$ cat config.mk
export PLATFORM = sky130hd
export DESIGN_NAME = fifo_write_full
export DESIGN_NICKNAME = d
export VERILOG_FILES = /design/src/rtl/fifo_write_full.sv
export SDC_FILE = /design/constraint.sdc
export NUM_CORES = 1
export LEC_CHECK = 0
export BUFFER_PORTS_ARGS = -buffer_cell sky130_fd_sc_hd__buf_2
export CORE_MARGIN = 2
export CORE_UTILIZATION = 25
export CTS_CLUSTER_SIZE = 30
export DETAILED_ROUTE_END_ITERATION = 6
export GPL_TIMING_DRIVEN = 0
export PLACE_DENSITY = 0.54
export REMOVE_ABC_BUFFERS = 1
export SLEW_MARGIN = 20
export SYNTH_ARGS = -nofsm -noshare
export SYNTH_HDL_FRONTEND = slang
export SYNTH_SLANG_ARGS = --single-unit
$ cat constraint.sdc
create_clock -name clk -period 3.4 [get_ports clk]
set_input_delay 0.17 -clock clk [delete_from_list [all_inputs] [get_ports clk]]
set_output_delay 0.17 -clock clk [all_outputs]
set_load 0.005 [all_outputs]
$ cat src/rtl/fifo_write_full.sv
// Write-clock half of an asynchronous FIFO: read-pointer synchronizer, binary/Gray
// write pointer, and registered full, almost-full, overflow and fill-level flags.
module fifo_write_full #(
    parameter int size      = 8,
    parameter int af_margin = 2
) (
    input  logic            clk,
    input  logic            rst,
    input  logic            winc,
    input  logic [size-1:0] rptr_async,
    output logic [size-1:0] wq2_rptr,
    output logic [size-2:0] wadr,
    output logic [size-1:0] wptr,
    output logic            wfull,
    output logic            walmost_full,
    output logic            wovf,
    output logic [size-1:0] wcount
);

    localparam int unsigned     DEPTH    = 1 << (size - 1);
    localparam logic [size-1:0] AF_LEVEL = size'(DEPTH - af_margin);

    logic [size-1:0] wq1_q, wq2_q;
    logic [size-1:0] wbin_q, wbin_d;
    logic [size-2:0] wadr_q, wadr_d;
    logic [size-1:0] wptr_q, wptr_d;
    logic [size-1:0] wcount_q, wcount_d;
    logic            wfull_q, wfull_d;
    logic            waf_q, waf_d;
    logic            wovf_q, wovf_d;
    logic [size-1:0] rbin;

    always_comb begin
        wbin_d = wbin_q + {{(size-1){1'b0}}, (winc & ~wfull_q)};
        wadr_d = wbin_d[size-2:0];
        wptr_d = wbin_d ^ (wbin_d >> 1);

        // Gray to binary: each bit is the XOR of all Gray bits at or above it.
        rbin = '0;
        for (int unsigned i = 0; i < size; i++) begin
            rbin[i] = ^(wq2_q >> i);
        end

        wcount_d = wbin_d - rbin;
        wfull_d  = (wptr_d == {~wq2_q[size-1:size-2], wq2_q[size-3:0]});
        waf_d    = (wcount_d >= AF_LEVEL);
        wovf_d   = wovf_q | (winc & wfull_q);
    end

    always_ff @(posedge clk) begin
        if (rst) begin
            wq1_q    <= '0;
            wq2_q    <= '0;
            wbin_q   <= '0;
            wadr_q   <= '0;
            wptr_q   <= '0;
            wcount_q <= '0;
            wfull_q  <= 1'b0;
            waf_q    <= 1'b0;
            wovf_q   <= 1'b0;
        end else begin
            wq1_q    <= rptr_async;
            wq2_q    <= wq1_q;
            wbin_q   <= wbin_d;
            wadr_q   <= wadr_d;
            wptr_q   <= wptr_d;
            wcount_q <= wcount_d;
            wfull_q  <= wfull_d;
            waf_q    <= waf_d;
            wovf_q   <= wovf_d;
        end
    end

    assign wq2_rptr     = wq2_q;
    assign wadr         = wadr_q;
    assign wptr         = wptr_q;
    assign wfull        = wfull_q;
    assign walmost_full = waf_q;
    assign wovf         = wovf_q;
    assign wcount       = wcount_q;

endmodule

==> summary.txt <==
Min path
  – Hold path cells: 2
  – Hold WC Path Type: in -> reg

GRT
  – Largest net degree at the start of global routing: 43
  – Number of global-route vias before repair: 1,323
  – Grt total ovfl: 0
  – Total track usage: 0.09882
  – Initial antenna violation count: 0
  – First-pass GRT wire length: 5.830 mm

Pwr
  – Worst VDD drop: 0.2216 mV
  – Power Dens Cells: 524.6 mW/mm^2
  – Leak pwr: 1.085 nW
  – Total power: 0.001233 W

Clock tree
  – CTS tree: done
  – H-tree depth: 2
  – Clock buffer depth: 2
  – Hold Buf Count CTS: 0
  – Clock Latency Late Sink: 300 ps
  – Root buf cell: clkbuf_8
  – Num CTS Buffers: 5
  – Clock transition at path regs: 80 ps
  – Sinks on Clock Net: 42

Cells and area
  – Ratio of cells with drive above 1 in the final layout: 0.3138
  – Area added between synthesis and finish: 31.24%
  – Nets: 258
  – Ant diodes: 0

Floorplanning
  – Core footprint: 0.006869 mm^2
  – I/O pin count: 45
  – Initial core utilization: 0.2607
  – Num rows: 30
  – Die Span Y: 88.63 um
  – DIE WIDTH: 88.63 um
  – Full die area: 0.007854 mm^2

Run status
  – Status: finished, final reports clean

Drt
  – Post-DR wirelength/cell: 10.60 um
  – Post-route DRC: 0
  – Routed WL: 3.551 mm
  – TritonRoute pass-1 iters: 4
  – DRT iter0 DRCs: 24
  – Final ANT Viol Nets: 0
  – Vias/cell: 3.946
  – Vias: 1,322

STA
  – Fmax: 0.3102 GHz
  – Final hold vios: 0
  – Final Setup Violations: 0
  – RSZ-0062 raised after global routing: yes
  – Final worst path period share: 0.9482
  – Worst setup margin: 176.1 ps
  – Worst Skew: 8.888 ps
  – Slew headroom: 0.4929
  – Final min period: 3224 ps
  – Fin. max-slew vios: 0
  – Fin Hold WS: 72.61 ps
  – Worst slew pin tran: 760.6 ps

Synth
  – Synth top area cells: dfxtp_1 47%, xnor2_1 11%, nor2b_1 7.3%
  – Dominant cell type by area after synthesis: dfxtp_1
  – Primary FF master, synth: dfxtp_1
  – Post-synth ARST share: 0
  – Avg Inst Size Synth: 9.784 um^2
  – Synthesized area: 0.001790 mm^2
  – Post-synthesis sequential area ratio: 0.4696
  – Synthesized flop and latch total: 42
  – Post-synthesis instance total: 183
  – Distinct cells, synth: 28
  – EDFF count, synth: 0
  – Yosys warning count: 0
  – Top cell type's share of synthesized area: 0.4696

Flow run
  – MaxCap Viol Count: 0

Worst setup path
  – Reg2Reg Setup Slack: 180 ps
  – CP Data Arrival Time: 3430 ps
  – Critical Path RT: 3610 ps
  – Critical Path Start Type: flip-flop
  – Reg2Reg Depth: 14
  – Critical path peak fanout: 3
  – Worst setup path category: reg -> reg
  – Worst setup EP type: flip-flop

Placement
  – DP Wirelength: 2.613 mm
  – PortBufs: 44
  – GPL Wtd Cong: 0.7763
  – Pre-CTS setup slack: -433.5 ps
-- synth_stat cells (all sizes together) (2+ instances only) --
master and number:
a21o 3, nand2 7, inv 7, ha 8, a21oi 4, o21ai 3
nor2 26, nand3 5, xnor2 24, nand2b 2, nor2b 21, clkbuf 4
xor2 14, dfxtp 42
-- report_power, final --
group          internal (W)  switching [W]
sequential         0.000534      0.0000139
clock              0.000219       0.000174
combinational      0.000152       0.000139
total              0.000906       0.000327
-- state kept, by name (all words and copies together) (netlist names) --
register,flops
wbin_q,8
wfull,1
wq2_rptr,8
wcount,8
walmost_full,1
wptr,7
wovf,1
wq1_q,8
-- through the flow --
step	area, um^2	utilization	TNS, ps	cells
floorplan	1775	-	-82.29	179
global placement	2116	0.3080	-379.6	319
detailed placement	2116	0.3080	-458.4	319
CTS	2318	0.3375	0	334
global route	2350	0.3421	-46.91	335
finish	2350	0.3421	0	335
-- final cells by class --
type | instances | area (um^2)
clock buffer | 6 | 72.57
clock inverter | 2 | 37.54
fill | 734 | 4519
inverter | 7 | 26.28
multi-input combinational | 130 | 967.2
sequential | 42 | 845.8
tap | 96 | 120.1
timing repair buffer | 52 | 280.3
-- path summary, 6_finish.rpt --
kind,start,endpoint
worst min register to register,wq1_q[4],wq2_rptr[4]
worst max register to register,wq2_rptr[6],walmost_full
worst max-delay path,wq2_rptr[6],walmost_full
worst min-delay path,rptr_async[7],wq1_q[7]
-- placed cells by master (no fill, tap or decap), types with 2 or more instances in the layout --
| master | instances |
|---|---|
| xnor2_1 | 21 |
| buf_2 | 44 |
| nor2b_1 | 21 |
| nand3_1 | 5 |
| o21ai_0 | 3 |
| xor2_2 | 4 |
| nand2b_1 | 2 |
| a21oi_1 | 4 |
| xnor2_2 | 3 |
| a21o_1 | 3 |
| inv_1 | 7 |
| nor2_1 | 26 |
| clkbuf_8 | 5 |
| buf_4 | 8 |
| dfxtp_2 | 4 |
| xor2_1 | 10 |
| nand2_1 | 7 |
| ha_1 | 8 |
| dfxtp_1 | 38 |
-- worst max-delay path: stages (launching register included) --
cell and delay [ps]:
dfxtp_2 350, xnor2_2 160, xnor2_2 240, xor2_2 220, xor2_2 210, xor2_2 180, xnor2_1 130, ha_1 150
inv_1 60, fa_2 370, nand2_1 90, o21bai_2 80, xnor2_1 140, or4b_4 540, o32ai_2 200
-- cells by family (layout without fill, tap and decap cells) --
logic type / Yosys count / in the layout / synth area share
simple gates: 65 / 65 / 0.1796
compound gates: 17 / 17 / 0.06499
fa+ha+maj: 10 / 10 / 0.07268
flops: 42 / 42 / 0.4696
xor+xnor: 38 / 38 / 0.1901
buf+inv: 11 / 67 / 0.02306
-- layer usage --
layer	wire (um)	vias to the layer above	GRT usage
met3	231	8	0.03451
met5	0	-	0
met1	1682	584	0.1158
met4	70	0	0.04545
li1	-	695	-
met2	1566	35	0.1621
-- timing repair --
item                                    CTS  global route
gates resized for setup                   7             6
gates cloned                              0             0
pin swaps                                 4             4
endpoints found under the setup margin    2             2
buffers inserted                          7             1
Note: power is estimated with default switching activity, not from simulation.
